<file path="src/rtl/fp_add_pkg.sv">
// Shared definitions for the FP adder pipeline: exponent bias helpers, aligned
// word width and the alignment-stage state encoding.
package fp_add_pkg;

  function automatic int bias(input int e_width);
    return (1 << (e_width - 1)) - 1;
  endfunction

  // Unbiased code that a biased exponent of zero (denormal/zero) maps to.
  function automatic int denorm_exp(input int e_width);
    return (1 << e_width) - bias(e_width);
  endfunction

  // {hidden, fraction, guard, round, sticky}
  function automatic int aligned_width(input int m_width);
    return m_width + 4;
  endfunction

  localparam int AW = aligned_width(23);

  typedef enum logic [1:0] {
    IDLE,
    SHIFT,
    DONE
  } align_state_t;

endpackage

</file>
<file path="src/rtl/sticky_rshift.sv">
// Combinational right shift by a small amount; every bit shifted out is
// OR-ed into the LSB of the result so no nonzero information is lost.
module sticky_rshift #(
  parameter int W     = 27,
  parameter int AMT_W = 3
) (
  input  logic [W-1:0]     word,
  input  logic [AMT_W-1:0] amt,
  output logic [W-1:0]     result
);

  logic lost;

  // NOTE: every variable written here gets a default first, so no latch can be inferred.
  always_comb begin
    lost = 1'b0;
    for (int i = 0; i < W; i++) begin
      if (i < int'(amt)) lost = lost | word[i];
    end
    result    = word >> amt;
    result[0] = result[0] | lost;
  end

endmodule

</file>
<file path="src/rtl/align_shift.sv">
// FP adder alignment stage: restores hidden bits, orders the operands by
// exponent and shifts the smaller one right, STEP bits per cycle, with sticky.
module align_shift
  import fp_add_pkg::*;
#(
  parameter int E_WIDTH = 8,
  parameter int M_WIDTH = 23,
  parameter int STEP    = 4
) (
  input  logic                 clk,
  input  logic                 rst,
  input  logic                 in_valid,
  output logic                 in_ready,
  input  logic                 sign_A,
  input  logic                 sign_B,
  input  logic [E_WIDTH-1:0]   exp_A,
  input  logic [E_WIDTH-1:0]   exp_B,
  input  logic [M_WIDTH-1:0]   mnt_A,
  input  logic [M_WIDTH-1:0]   mnt_B,
  input  logic [E_WIDTH-1:0]   exp_diff,
  input  logic                 gt_lt,
  output logic                 out_valid,
  input  logic                 out_ready,
  output logic                 sign_big,
  output logic                 sign_small,
  output logic [E_WIDTH-1:0]   exp_big,
  output logic [M_WIDTH+3:0]   mnt_big,
  output logic [M_WIDTH+3:0]   mnt_small,
  output logic                 eff_sub
);

  localparam int ALN_W = aligned_width(M_WIDTH);
  localparam int REM_W = $clog2(ALN_W);
  localparam int AMT_W = $clog2(STEP + 1);
  localparam logic [E_WIDTH-1:0] DENORM = E_WIDTH'(denorm_exp(E_WIDTH));

  align_state_t     state, state_d;
  logic             valid_d;
  logic [REM_W-1:0] rem_q, rem_init;
  logic [AMT_W-1:0] shamt;
  logic [ALN_W-1:0] aligned_a, aligned_b, shifted;

  assign aligned_a = {exp_A != DENORM, mnt_A, 3'b000};
  assign aligned_b = {exp_B != DENORM, mnt_B, 3'b000};
  assign in_ready  = (state == IDLE);

  // Shifting by ALN_W-1 already leaves only the sticky bit, so larger distances are capped.
  always_comb begin
    if (int'(exp_diff) >= ALN_W - 1) rem_init = REM_W'(ALN_W - 1);
    else                             rem_init = REM_W'(exp_diff);
  end

  always_comb begin
    if (int'(rem_q) > STEP) shamt = AMT_W'(STEP);
    else                    shamt = AMT_W'(rem_q);
  end

  sticky_rshift #(
    .W     (ALN_W),
    .AMT_W (AMT_W)
  ) u_sticky_rshift (
    .word   (mnt_small),
    .amt    (shamt),
    .result (shifted)
  );

  // out_valid rises one cycle after DONE is entered and drops on the handshake.
  always_comb begin
    state_d = state;
    valid_d = out_valid;
    unique case (state)
      IDLE: begin
        if (in_valid) state_d = (rem_init == '0) ? DONE : SHIFT;
      end
      SHIFT: begin
        if (rem_q == REM_W'(shamt)) state_d = DONE;
      end
      DONE: begin
        if (!out_valid) begin
          valid_d = 1'b1;
        end else if (out_ready) begin
          valid_d = 1'b0;
          state_d = IDLE;
        end
      end
      default: state_d = IDLE;
    endcase
  end

  // NOTE: sequential state is always updated with non-blocking assignments.
  always_ff @(posedge clk) begin
    if (rst) begin
      state     <= IDLE;
      out_valid <= 1'b0;
    end else begin
      state     <= state_d;
      out_valid <= valid_d;
    end
  end

  always_ff @(posedge clk) begin
    if (rst) begin
      sign_big   <= 1'b0;
      sign_small <= 1'b0;
      exp_big    <= '0;
      mnt_big    <= '0;
      mnt_small  <= '0;
      eff_sub    <= 1'b0;
      rem_q      <= '0;
    end else begin
      unique case (state)
        IDLE: begin
          if (in_valid) begin
            sign_big   <= gt_lt ? sign_A : sign_B;
            sign_small <= gt_lt ? sign_B : sign_A;
            exp_big    <= gt_lt ? exp_A : exp_B;
            mnt_big    <= gt_lt ? aligned_a : aligned_b;
            mnt_small  <= gt_lt ? aligned_b : aligned_a;
            eff_sub    <= sign_A ^ sign_B;
            rem_q      <= rem_init;
          end
        end
        SHIFT: begin
          mnt_small <= shifted;
          rem_q     <= rem_q - REM_W'(shamt);
        end
        default: ;
      endcase
    end
  end

endmodule

</file>
<file path="config.mk">
export PLATFORM = sky130hd
export DESIGN_NAME = align_shift
export DESIGN_NICKNAME = d
export VERILOG_FILES = /design/src/rtl/fp_add_pkg.sv /design/src/rtl/sticky_rshift.sv /design/src/rtl/align_shift.sv
export SDC_FILE = /design/constraint.sdc
export NUM_CORES = 1
export LEC_CHECK = 0
export ABC_AREA = 1
export CORE_ASPECT_RATIO = 1.1
export CORE_UTILIZATION = 40
export CTS_BUF_LIST = sky130_fd_sc_hd__clkbuf_16
export DETAILED_ROUTE_END_ITERATION = 10
export PLACE_DENSITY = 0.78
export SKIP_CTS_REPAIR_TIMING = 1
export SLEW_MARGIN = 20
export SYNTH_ARGS = -nofsm -noshare
export SYNTH_HDL_FRONTEND = slang
export SYNTH_SLANG_ARGS = --single-unit
</file>
<file path="constraint.sdc">
create_clock -name clk -period 1.3 [get_ports clk]
set_input_delay 0.39 -clock clk [delete_from_list [all_inputs] [get_ports clk]]
set_output_delay 0.39 -clock clk [all_outputs]
set_load 0.01 [all_outputs]
</file>
==> results.md <==
* Outcome: finished with violations
* Failing checks: negative setup slack
* Share of total power in the clock network at 0.246
* IO Port Bufs at 140
* Gr ovfl total at 0
* Fin Setup TNS at -10.72 ns
* Worst vdd ir at 0.734 mV
* Max Cap Viol at 0
* I/O pin cnt at 144
* CP Class: reg2reg
* CTS tree: done
* Initial antenna violation count at 1
* DRC violations left at 0
* Switching Fraction at 0.384
* Seq/Total Area, Yosys at 0.317
* Internal at 7.81 mW
* Clk buf depth at 2
* DIE AREA at 11,500 µm²
* Sink Count at 70
* Routability cong. at 0.906
* Num CTS Buffers at 9
* Tmin final at 1.62 ns
* Area grow syn2layout at 81.2%
* Layout cells sized above 1 at 0.270
* Clock transition at path regs at 0.06 ns
* Worst hold path class: in2reg
* P_leak at 4.40 nW
* Largest net degree at the start of global routing at 49
* Power density cells at 1580 nW/µm²
* ANT nets after route at 0
* Routed len/inst at 18.4 µm
* Die height at 112 µm
* Chip width at 102 µm
* Synth cell types at 31
* Highest clock rate at 617 MHz
* Syn avg cell area at 6.22 µm²
* # setup viols final at 69
* DRT Pass-1 Iters at 6
* Final hold vios at 0
* Fin nets at 998
* Clk_skew at 0.00674 ns
* Worst Setup Start Kind: flip-flop
* DRT Wirelength at 19.6 mm
* 1st-iter DRT viols at 671
* RSZ-0062 raised after global routing: yes
* Required @ worst endpoint at 1.54 ns
* Total track usage at 0.284
* Inserted Diodes at 0
* FP Rows at 39
* Comb pwr share at 0.522
* Vias at 6,253
* Cell area after synthesis at 4420 µm²
* Setup slack after layout at -0.321 ns
* H-tree levels at 3
* Clk Tree Root Cell: clkbuf_16
* Critical Path AT at 1.86 ns
* Design Power at 12.7 mW
* Switching Power at 4.86 mW
* Seq cells post-synth at 70
* Crit path max fanout at 7
* Mapped Cells at 711
* Worst setup EP type: flip-flop
* Syn. warnings at 0
* Core Box Area at 10,600 µm²
* Worst skew pair latency at 0.34 ns
* Number of global-route vias before repair at 5,629
* First-pass GRT wire length at 25.9 mm
* DP HPWL at 11.8 mm
* Slew Limit Fails at 0
* Vias per cell at 5.85
* Initial Util at 0.418
* Power share of the sequential group at 0.232
* Tcrit/Tclk final at 1.25
==> critical path, cell delays in order, from the launching register on <==
cell and delay (ns):
dfxtp_2 0.33, nor2_4 0.21, nand2_4 0.14, nor2_8 0.24, buf_12 0.17, nand3_1 0.14
nand3_1 0.12, nand3_1 0.07, nand2_1 0.06, inv_1 0.03
==> synth_stat cells, drive strengths merged <==
cell type	instances	area, µm²
clkbuf	30	113
nor2	20	106
nand3	118	601
dfxtp	70	1400
o21ai	70	350
or3	1	6.26
o211ai	1	7.51
ha	1	12.5
a31oi	41	257
or2	2	12.5
o21bai	2	15.0
clkinv	1	5.00
a211oi	1	7.51
conb	2	7.51
nor4	2	12.5
nand2	224	848
xnor2	1	8.76
a41oi	1	8.76
nand4	17	106
a211o	1	8.76
o21a	15	113
nor3	3	15.0
inv	43	161
buf	26	148
a21oi	18	90.1
==> routing by layer <==
metal  vias up  routed length, µm  global-route usage
met5         -                 17                   0
met3       103               1720              0.0579
met1      2896               7170               0.340
li1       2841                  -                   -
met2       411               9770               0.482
met4         2                962               0.130
==> power by group through the flow <==
stage / Sequential [mW] / Clock, mW / Combinational [mW]
global route: 2.97 / 3.23 / 6.98
global placement: 2.90 / 0 / 5.05
floorplan: 3.13 / 0 / 2.34
detailed placement: 2.91 / 0 / 5.15
finish: 2.94 / 3.12 / 6.61
CTS: 2.88 / 3.10 / 5.20
==> layout by cell type, fill, tap and decap left out, types with 3 or more instances in the layout <==
master           count
a21oi_1             14
a21oi_2              4
a31oi_1             40
buf_12              11
buf_4               77
buf_6               13
bufinv_16            4
clkbuf_16           17
clkdlybuf4s50_1     65
conb_1               4
dfxtp_1             64
dfxtp_2              5
dlymetal6s2s_1      72
inv_1               35
inv_2                5
inv_6                3
nand2_1            212
nand2_2              7
nand2_4              4
nand3_1             76
nand3_2             38
nand3_4              4
nand4_1             17
nor2_1              15
o21a_1              15
o21ai_0             29
o21ai_1             10
o21ai_2             31
==> logic make-up (layout without fill, tap and decap cells) <==
group,Yosys count,after routing,synth area share
other cells,2,4,0.00170
flops,70,70,0.317
buf+inv,100,312,0.0965
simple gates,387,387,0.386
compound gates,150,150,0.194
fa+ha+maj,1,1,0.00283
xor+xnor,1,1,0.00198
==> path summary, 6_finish.rpt <==
path,from,end,slack (ns),cells past startpoint
max,rem_q[3]$_SDFFE_PP0P_,mnt_small[18]$_SDFFE_PP0P_,-0.32,9
min,gt_lt,mnt_big[3]$_SDFFE_PP0P_,0.39,3
max reg2reg,rem_q[3]$_SDFFE_PP0P_,mnt_small[18]$_SDFFE_PP0P_,-0.32,9
min reg2reg,exp_big[5]$_SDFFE_PP0P_,exp_big[5]$_SDFFE_PP0P_,0.52,2
==> flip-flops by register name (all words and copies together) (netlist names) <==
register,flops
mnt_small,27
mnt_big,24
exp_big,8
rem_q,5
state,2
eff_sub,1
out_valid,1
sign_big,1
sign_small,1
==> per-stage QoR <==
stage / setup WS (ns) / cells / cell area, µm² / hold slack [ns] / utilization
floorplan: -0.0325 / 713 / 4440 / 0.473 / -
global placement: -0.565 / 1034 / 6560 / 0.488 / 0.620
detailed placement: -0.590 / 1034 / 6560 / 0.527 / 0.620
CTS: -0.487 / 1050 / 6930 / 0.360 / 0.655
global route: -0.394 / 1068 / 8010 / 0.398 / 0.757
finish: -0.321 / 1068 / 8010 / 0.389 / 0.757
==> layout make-up <==
type	instances	area [µm²]
clock buffers	9	225
repair buffers	251	2740
flip-flops and latches	70	1410
inverters	44	190
clock inverters	7	145
fillers	724	2570
repair inverters	1	16.3
well taps	143	179
multi-input cells	543	3110
Note: power is estimated with default switching activity, not from simulation.
